**src/rtl/fft_agu_pkg.sv**
```systemverilog
// Shared types and sizing helpers for the FFT address-generation sequencer.
// FFT_AGU_BITREV_LOAD_EN (in the top) enables the bit-reversed input-reorder pass.
package fft_agu_pkg;

    localparam int MDATAW_DEF = 8;
    localparam int FFTSIZ_DEF = 3;

    typedef enum logic [1:0] {
        ST_IDLE = 2'd0,
        ST_LOAD = 2'd1,
        ST_RUN  = 2'd2,
        ST_FIN  = 2'd3
    } agu_state_e;

    function automatic int fft_len(input int logn);
        return 1 << logn;
    endfunction

    function automatic int fft_half(input int logn);
        return 1 << (logn - 1);
    endfunction

    function automatic int stage_width(input int logn);
        return $clog2(logn) + 1;
    endfunction

endpackage

```
**src/rtl/fft_agu_bit_rev.sv**
```systemverilog
// Combinational bit reversal of a W-bit index; shared with the inverse-addressing path.
module bit_rev #(
    parameter int W = 3
) (
    input  logic [W-1:0] idx_i,
    output logic [W-1:0] rev_o
);

    for (genvar i = 0; i < W; i++) begin : g_rev
        assign rev_o[i] = idx_i[W-1-i];
    end

endmodule

```
**src/rtl/fft_agu.sv**
```systemverilog
// Radix-2 DIT FFT address sequencer: one butterfly address pair + twiddle per accepted beat.
// Build option FFT_AGU_BITREV_LOAD_EN adds a LOAD pass emitting the bit-reverse reorder beats.
//
// state | meaning
// IDLE  | waiting for start
// LOAD  | bit-reverse reorder beats (only with FFT_AGU_BITREV_LOAD_EN)
// RUN   | butterfly beats, stage by stage
// FIN   | one-cycle done pulse
module fft_agu
    import fft_agu_pkg::*;
#(
    parameter int MDATAW = MDATAW_DEF,
    parameter int FFTSIZ = FFTSIZ_DEF
) (
    input  logic                                clk_i,
    input  logic                                rst_ni,
    input  logic                                start_i,
    input  logic [MDATAW-1:0]                   base_i,
    output logic                                busy_o,
    output logic                                done_o,
    output logic                                out_vld_o,
    input  logic                                out_rdy_i,
    output logic [MDATAW-1:0]                   addr_a_o,
    output logic [MDATAW-1:0]                   addr_b_o,
    output logic [FFTSIZ-2:0]                   tw_idx_o,
    output logic [stage_width(FFTSIZ)-1:0]      stage_o,
    output logic                                last_o
);

    localparam int N    = fft_len(FFTSIZ);
    localparam int HALF = fft_half(FFTSIZ);
    localparam int SW   = stage_width(FFTSIZ);
    localparam int KW   = FFTSIZ - 1;

    agu_state_e          state_q, state_d;
    logic [SW-1:0]       s_q, s_d;
    logic [KW-1:0]       k_q, k_d;
    logic [MDATAW-1:0]   base_q, base_d;
    logic [MDATAW-1:0]   addr_a_q, addr_a_d;
    logic [MDATAW-1:0]   addr_b_q, addr_b_d;
    logic [KW-1:0]       tw_q, tw_d;
    logic [SW-1:0]       stg_q, stg_d;
    logic                last_q, last_d;
    logic                upd;
    logic                acc;

    logic [FFTSIZ-1:0]   kx, span, pos, grp, ia, ib;
    logic [FFTSIZ-1:0]   off_a, off_b;

`ifdef FFT_AGU_BITREV_LOAD_EN
    logic [FFTSIZ-1:0]   j_q, j_d;
    logic [FFTSIZ-1:0]   j_rev;

    bit_rev #(.W(FFTSIZ)) u_bit_rev (
        .idx_i (j_d),
        .rev_o (j_rev)
    );

    assign acc = ((state_q == ST_RUN) || (state_q == ST_LOAD)) && out_rdy_i;
`else
    assign acc = (state_q == ST_RUN) && out_rdy_i;
`endif

    always_ff @(posedge clk_i or negedge rst_ni) begin
        if (!rst_ni) begin
            state_q  <= ST_IDLE;
            s_q      <= '0;
            k_q      <= '0;
            base_q   <= '0;
            addr_a_q <= '0;
            addr_b_q <= '0;
            tw_q     <= '0;
            stg_q    <= '0;
            last_q   <= 1'b0;
`ifdef FFT_AGU_BITREV_LOAD_EN
            j_q      <= '0;
`endif
        end else begin
            state_q <= state_d;
            s_q     <= s_d;
            k_q     <= k_d;
            base_q  <= base_d;
            last_q  <= last_d;
`ifdef FFT_AGU_BITREV_LOAD_EN
            j_q     <= j_d;
`endif
            if (upd) begin
                addr_a_q <= addr_a_d;
                addr_b_q <= addr_b_d;
                tw_q     <= tw_d;
                stg_q    <= stg_d;
            end
        end
    end

    // Counters advance on acceptance; upd loads the next beat into the output registers.
    always_comb begin
        state_d = state_q;
        s_d     = s_q;
        k_d     = k_q;
        base_d  = base_q;
        upd     = 1'b0;
`ifdef FFT_AGU_BITREV_LOAD_EN
        j_d     = j_q;
`endif
        unique case (state_q)
            ST_IDLE: begin
                if (start_i) begin
                    base_d = base_i;
                    s_d    = '0;
                    k_d    = '0;
                    upd    = 1'b1;
`ifdef FFT_AGU_BITREV_LOAD_EN
                    j_d     = '0;
                    state_d = ST_LOAD;
`else
                    state_d = ST_RUN;
`endif
                end
            end
`ifdef FFT_AGU_BITREV_LOAD_EN
            ST_LOAD: begin
                if (acc) begin
                    upd = 1'b1;
                    if (j_q == FFTSIZ'(N - 1)) begin
                        state_d = ST_RUN;
                    end else begin
                        j_d = j_q + FFTSIZ'(1);
                    end
                end
            end
`endif
            ST_RUN: begin
                if (acc) begin
                    if (k_q == KW'(HALF - 1)) begin
                        k_d = '0;
                        if (s_q == SW'(FFTSIZ - 1)) begin
                            state_d = ST_FIN;
                        end else begin
                            s_d = s_q + SW'(1);
                            upd = 1'b1;
                        end
                    end else begin
                        k_d = k_q + KW'(1);
                        upd = 1'b1;
                    end
                end
            end
            ST_FIN:  state_d = ST_IDLE;
            default: state_d = ST_IDLE;
        endcase
    end

    // Beat contents for the upcoming (s_d, k_d): ia = grp*2*span + pos, ib = ia + span.
    always_comb begin
        kx    = {1'b0, k_d};
        span  = FFTSIZ'(1) << s_d;
        pos   = kx & (span - FFTSIZ'(1));
        grp   = kx >> s_d;
        ia    = (grp << (s_d + SW'(1))) | pos;
        ib    = ia + span;
        off_a = ia;
        off_b = ib;
        tw_d  = KW'(pos << (SW'(FFTSIZ - 1) - s_d));
        stg_d = s_d;
`ifdef FFT_AGU_BITREV_LOAD_EN
        if (state_d == ST_LOAD) begin
            off_a = j_rev;
            off_b = j_d;
            tw_d  = '0;
            stg_d = '0;
        end
`endif
        addr_a_d = base_d + MDATAW'(off_a);
        addr_b_d = base_d + MDATAW'(off_b);
        last_d   = (state_d == ST_RUN) && (s_d == SW'(FFTSIZ - 1)) && (k_d == KW'(HALF - 1));
    end

    always_comb begin
`ifdef FFT_AGU_BITREV_LOAD_EN
        busy_o    = (state_q == ST_RUN) || (state_q == ST_LOAD);
`else
        busy_o    = (state_q == ST_RUN);
`endif
        out_vld_o = busy_o;
        done_o    = (state_q == ST_FIN);
        addr_a_o  = addr_a_q;
        addr_b_o  = addr_b_q;
        tw_idx_o  = tw_q;
        stage_o   = stg_q;
        last_o    = last_q;
    end

endmodule

```
**config.mk**
```make
export PLATFORM = sky130hd
export DESIGN_NAME = fft_agu
export DESIGN_NICKNAME = d
export VERILOG_FILES = /design/src/rtl/fft_agu_pkg.sv /design/src/rtl/fft_agu_bit_rev.sv /design/src/rtl/fft_agu.sv
export SDC_FILE = /design/constraint.sdc
export NUM_CORES = 1
export LEC_CHECK = 0
export CAP_MARGIN = 0
export CELL_PAD_IN_SITES_DETAIL_PLACEMENT = 0
export CELL_PAD_IN_SITES_GLOBAL_PLACEMENT = 1
export CORE_UTILIZATION = 44
export DETAILED_ROUTE_END_ITERATION = 16
export HOLD_SLACK_MARGIN = 0.15
export PLACE_DENSITY_LB_ADDON = 0.2
export SKIP_LAST_GASP = 1
export SYNTH_ARGS = -nofsm -noshare
export SYNTH_HDL_FRONTEND = slang
export SYNTH_HIERARCHICAL = 1
export SYNTH_SLANG_ARGS = --single-unit
```
**constraint.sdc**
```tcl
create_clock -name clk_i -period 8.1 [get_ports clk_i]
set_input_delay 2.025 -clock clk_i [delete_from_list [all_inputs] [get_ports clk_i]]
set_output_delay 2.025 -clock clk_i [all_outputs]
set_load 0.05 [all_outputs]
```
==> summary.md <==
| Metric | Value |
|---|---|
| FF+latch count, synth | `37` |
| Cell area after synthesis | `0.00222 mm²` |
| Number of enable flip-flop cells after synthesis | `0` |
| First-pass GRT wire length | `7.91 mm` |
| Clock Sinks | `37` |
| Io pins | `37` |
| FF-to-FF path depth | `18` |
| Height of the die | `73.0 µm` |
| DR vias/cell | `5.16` |
| Hold Fails Final Rpt | `0` |
| Commonest non-fill, non-tap cell in the layout | `dfrtp_1` |
| Final period util | `0.762` |
| CTS H-tree lvls | `2` |
| WL/cell | `14.4 µm` |
| Post-synth ARST share | `1.00` |
| Crit Path Max Fanout | `5` |
| Ys Warns | `6` |
| Sequential area share after synthesis | `0.417` |
| FILL cells | `453` |
| Most used DFF post-synth | `dfrtp_1` |
| Root buffer cell | `clkbuf_8` |
| Cts bufs inserted | `5` |
| Post-CTS Setup Inserts | `0` |
| Max-cap violations | `0` |
| Die ar. | `0.00534 mm²` |
| Share of cells above drive strength 1 | `0.127` |
| Area contributors post-synth | `dfrtp_1, ha_1, nand2_1` |
| Slew headroom | `0.374` |
| Clock transition at path regs | `0.07 ns` |
| Pins Over Slew Limit | `0` |
| Detailed Place HPWL | `3.46 mm` |
| Post-Route Setup TNS | `0 ns` |
| Crit path kind | `input port to flip-flop` |
| Worst endpoint required time | `8.26 ns` |
| Worst EP arrival | `6.33 ns` |
| Area grow syn2layout | `23.7%` |
| Syn avg cell area | `10.0 µm²` |
| Row count | `25` |
| Unrepaired setup endpoints after global routing | `no` |
| Initial Util | `0.464` |
| Diode count | `0` |
| Initial antenna violation count | `0` |
| Commonest non-fill, non-tap cells in the layout | `dfrtp_1, clkdlybuf4s50_1, nand2_1, o21ai_0, ha_1` |
| Type of origin of the critical path | `input port` |
| Largest net degree at the start of global routing | `38` |
| DRC Markers | `0` |
| Dominant cell type by area after synthesis | `dfrtp_1` |
| GRT overflow | `0` |
| Final Setup Violations | `0` |
| Clock Skews | `0.00832 ns` |
| Post-CTS resize count | `0` |
| Final ANT Viol Nets | `0` |
| Proportion of netlist area held by the largest area contributor | `0.417` |
| Gpl congestion | `0.842` |
| Worst Tran Pin Value | `0.939 ns` |
| Hold Crit Class | `flip-flop to flip-flop` |
| Fmax | `162 MHz` |
| Mapped Cells | `221` |
| Fin Hold WS | `0.483 ns` |
| Hold path depth | `2` |
| DRT iter0 DRCs | `80` |
| Synth unique cells | `54` |
| Clk_lat worst skew | `0.29 ns` |
| Number of global-route vias before repair | `1,641` |
| Drt first pass iters | `4` |
| Vias | `1,687` |
| Status | `finished, final reports clean` |
| CTS tree | `yes` |
| Final nets | `288` |
| CTS Hold Bufs | `0` |
| PortBufs | `36` |
| Final worst path period need | `6.17 ns` |
| GRT Total Usage | `0.198` |
| Max Buffers Root-to-Sink | `2` |
| Die width | `73.0 µm` |
| Post-synth net total | `250` |
| Final WL | `4.71 mm` |
| Core area | `0.00479 mm²` |
| CP endpoint kind | `flip-flop` |
## registers in the layout, summed over array words and instances, names as in the netlist
signal    count
addr_a_o      8
last_o        1
state_q       2
k_q           2
tw_idx_o      2
stage_o       3
addr_b_o      8
base_q        8
s_q           3
## worst max-delay path, stage by stage
cell and delay [ns]:
clkdlybuf4s50_1 0.49, or3b_2 0.57, o211ai_1 0.16, o31a_1 0.30, inv_1 0.16, ha_1 0.27
nor2_1 0.16, and2_1 0.20, a31o_2 0.18, ha_1 0.14, inv_1 0.05, fa_1 0.48
inv_1 0.07, ha_1 0.27, a21o_1 0.15, a21oi_1 0.31, nor3_1 0.10, xnor2_1 0.16
o21ai_0 0.08
## Yosys cell counts (all sizes together), types with 3 or more instances
| library cell | n |
|---|---|
| o21ai | 16 |
| and2 | 4 |
| xnor2 | 13 |
| ha | 14 |
| dfrtp | 37 |
| nor3 | 5 |
| mux2 | 6 |
| nor2 | 13 |
| nand3 | 4 |
| nand2b | 3 |
| a211oi | 3 |
| nand2 | 32 |
| mux2i | 7 |
| buf | 5 |
| and3 | 3 |
| a21o | 3 |
| a21oi | 9 |
| fa | 3 |
| inv | 13 |
## per-stage QoR
| step | cells | util | worst slack, ns | cell area [µm²] |
|---|---|---|---|---|
| finish | 327 | 0.574 | 1.93 | 2750 |
| global route | 327 | 0.574 | 1.65 | 2750 |
| CTS | 327 | 0.574 | 1.95 | 2750 |
| detailed placement | 319 | 0.550 | 1.65 | 2630 |
| global placement | 319 | 0.550 | 1.63 | 2630 |
| floorplan | 221 | - | 2.66 | 2220 |
## final timing paths
kind                              from     endpoint  slack (ns)
setup / recovery               start_i  addr_b_o[5]        1.93
hold / removal             addr_a_o[2]  addr_a_o[2]        0.48
setup reg to reg            state_q[1]  addr_b_o[5]        3.59
hold reg to reg            addr_a_o[2]  addr_a_o[2]        0.48
max in group asynchronous       rst_ni       last_o        5.74
min in group asynchronous       rst_ni   state_q[1]        1.82
## cells by family after synthesis
family / synth area share
multiplexers: 0.0620
XOR/XNOR: 0.0592
AND/OR/NAND/NOR: 0.184
adder cells (fa/ha/maj): 0.106
AO/OA/AOI/OAI: 0.127
buffers and inverters: 0.0451
flip-flops: 0.417
## cell type report
type | instances | area (µm²) | share of cell area
Multi-Input combinational cell | 163 | 1200 | 0.436
Clock buffer | 7 | 86.3 | 0.0314
Inverter | 14 | 53.8 | 0.0196
Timing Repair Buffer | 38 | 370 | 0.135
Tap cell | 67 | 83.8 | 0.0305
Sequential cell | 37 | 926 | 0.337
Clock inverter | 1 | 30.0 | 0.0109
## layer usage
metal | vias to the layer above | global-route usage | wire length (µm)
met3 | 7 | 0.0428 | 222
met2 | 36 | 0.291 | 2020
li1 | 843 | - | -
met5 | - | 0 | 0
met4 | 0 | 0.0654 | 75
met1 | 801 | 0.290 | 2400
Power is left out: the tool's default activity adds up to more than one toggle a clock period on the data nets, which glitch-free logic cannot reach.
==> variant: new RTL, config.mk and constraints unchanged <==
Re-encode `agu_state_e` (4 states) as one-hot, 4 bits wide.
--- a/src/rtl/fft_agu_pkg.sv
+++ b/src/rtl/fft_agu_pkg.sv
@@ -5,11 +5,11 @@
     localparam int MDATAW_DEF = 8;
     localparam int FFTSIZ_DEF = 3;
 
-    typedef enum logic [1:0] {
-        ST_IDLE = 2'd0,
-        ST_LOAD = 2'd1,
-        ST_RUN  = 2'd2,
-        ST_FIN  = 2'd3
+    typedef enum logic [3:0] {
+        ST_IDLE = 4'b0001,
+        ST_LOAD = 4'b0010,
+        ST_RUN  = 4'b0100,
+        ST_FIN  = 4'b1000
     } agu_state_e;
 
     function automatic int fft_len(input int logn);
Check against the original RTL: same outputs for any inputs over 10 cycles, from zero or initial values and one cycle with rst_ni low; not proved beyond that.
==> variant against the original RTL <==
  * Largest cell class unchanged
  * Design area shrank 2.4%
  * Worst setup slack gained 0.31 ns
  * Maximum frequency grew 5.2%
  * Hold slack gained 0.030 ns
  * Wire length shrank 4.5%
  * Synthesized area shrank 0.85%
  * Sequential cell count grew 2
  * Clock skew grew 0.0040 ns
  * Sequential share of layout area grew 2.7 points
  * Synthesized cell count shrank 2.7%
  * Critical endpoint unchanged
  * Highest routed layer unchanged
==> variant: results (changes against the original RTL) <==
- Initial antenna violation count: 0 (unchanged)
- CP max FO: 9 (+4)
- Synth cell types: 45 (-17%)
- Worst Clk Skew: 0.0123 ns (+0.00396 ns)
- DRT iter0 DRCs: 83 (+3.8%)
- Vias in the first global route: 1,646 (+0.30%)
- Most area-consuming cells after synthesis: dfrtp_1, ha_1, xnor2_1
- Synth warn: 6 (unchanged)
- Static Leak: 1.17 nW
- Seq/Total Area, Yosys: 44.4% (+2.7 points)
- Maximum vdd drop: 0.000145 V
- Resized Gates After CTS: 0 (unchanged)
- Root Driver: clkbuf_8
- Via/cell ratio: 4.98 (-3.4%)
- Fraction of layout cells with a size suffix above 1: 10.4% (-2.3 points)
- TritonCTS Buffers: 5 (unchanged)
- DPL Wire Length: 3250 um (-6.0%)
- Largest net degree at the start of global routing: 40 (+5.3%)
- Post-synth ARST share: 100% (unchanged)
- Routability-driven placement congestion ratio: 0.744 (-12%)
- I/O Buffers: 36 (unchanged)
- Worst slew margin: 23.6% (-14 points)
- Hold Crit Class: reg2reg
- CTS hold repair buffers: 0 (unchanged)
- Worst stage delay on the critical path: 0.64 ns (+0.07 ns)
- CP arrival: 5.99 ns (-0.34 ns)
- Clk_lat worst skew: 0.30 ns
- Top cells by count, synth: dfrtp_1, nor2_1, a21oi_1, nand2_1
- Slowest cell on crit path: clkdlybuf4s50_1
- Run status: finished, final reports clean
- Area after DPL: 2600 sq um (-1.3%)
- Tot GR Track Use: 19.7% (-0.14 points)
- First-pass GRT wire length: 7820 um (-1.1%)
- Mapped Nets: 244 (-2.4%)
- ANT cells: 0 (unchanged)
- Setup bufs post-CTS: 0 (unchanged)
- Nets: 279 (-3.1%)
- Clock-pin slew of the registers on the worst-case setup and hold paths: 0.07 ns (about the same)
- H-tree depth: 2 (unchanged)
- DR pass1 iterations: 4 (unchanged)
- Drt wl/cell: 14.1 um (-1.8%)
## variant: final cells by class
cell class | count | area, sq um
Tap cell | 67 | 83.8
Sequential cell | 39 | 977
Clock inverter | 2 | 12.5
Timing Repair Buffer | 36 | 355
Multi-Input combinational cell | 153 | 1120
Clock buffer | 6 | 72.6
Inverter | 15 | 56.3
Fill cell | 454 | 2070
## variant: per-layer routing
layer	GRT usage, %	wire length (um)	up-vias
met5	0	0	-
met4	7.19	70	0
met3	4.14	130	7
met2	31.3	2090	27
met1	26.6	2200	744
li1	-	-	807
## variant: critical path, delay by kind of cell
| family | cells | cell delay (ns) |
|---|---|---|
| and+or+nand+nor | 4 | 0.60 |
| muxes | 1 | 0.34 |
| buffers and inverters | 3 | 0.83 |
| adders and majority gates | 4 | 1.20 |
| AOI/OAI and AO/OA | 3 | 0.48 |
| xor gates and xnor gates | 3 | 0.51 |
## variant: logic make-up (layout without fill, tap and decap cells)
group           after synthesis  count (layout)  synth area share [%]
flops                        39              39                  44.4
simple gates                 69              69                  16.8
mux                          13              13                  6.25
other cells                   1               1                 0.170
fa+ha+maj                    17              17                  10.7
buf+inv                      23              59                  4.55
compound gates               37              37                  10.9
xor+xnor                     16              16                  6.36
## variant: through the flow
step / power (mW) / util (%) / worst slack (ns) / cells
after floorplan: 0.446 / - / 2.72 / 215
after global placement: 0.534 / 54.6 / 1.96 / 310
after detailed placement: 0.536 / 54.6 / 1.91 / 310
after CTS: 0.669 / 56.4 / 2.23 / 318
after global routing: 0.698 / 56.4 / 1.94 / 318
final: 0.661 / 56.4 / 2.23 / 318
## variant: report_power, final
group          total [mW]  internal (mW)  switching [mW]
Combinational       0.276         0.0958           0.180
Sequential          0.255          0.235          0.0197
Clock               0.131         0.0602          0.0705
Total               0.661          0.391           0.270
## variant: final timing paths
path                               end  slack, ns   startpoint  depth (start not counted)
setup / recovery           addr_b_o[5]       2.23    out_rdy_i                         18
hold / removal             addr_a_o[1]       0.51  addr_a_o[1]                          1
setup reg to reg           addr_b_o[5]       3.33   state_q[1]                         19
hold reg to reg            addr_a_o[1]       0.51  addr_a_o[1]                          1
max in group asynchronous    base_q[0]       5.71       rst_ni                          1
min in group asynchronous  addr_a_o[5]       1.84       rst_ni                          1
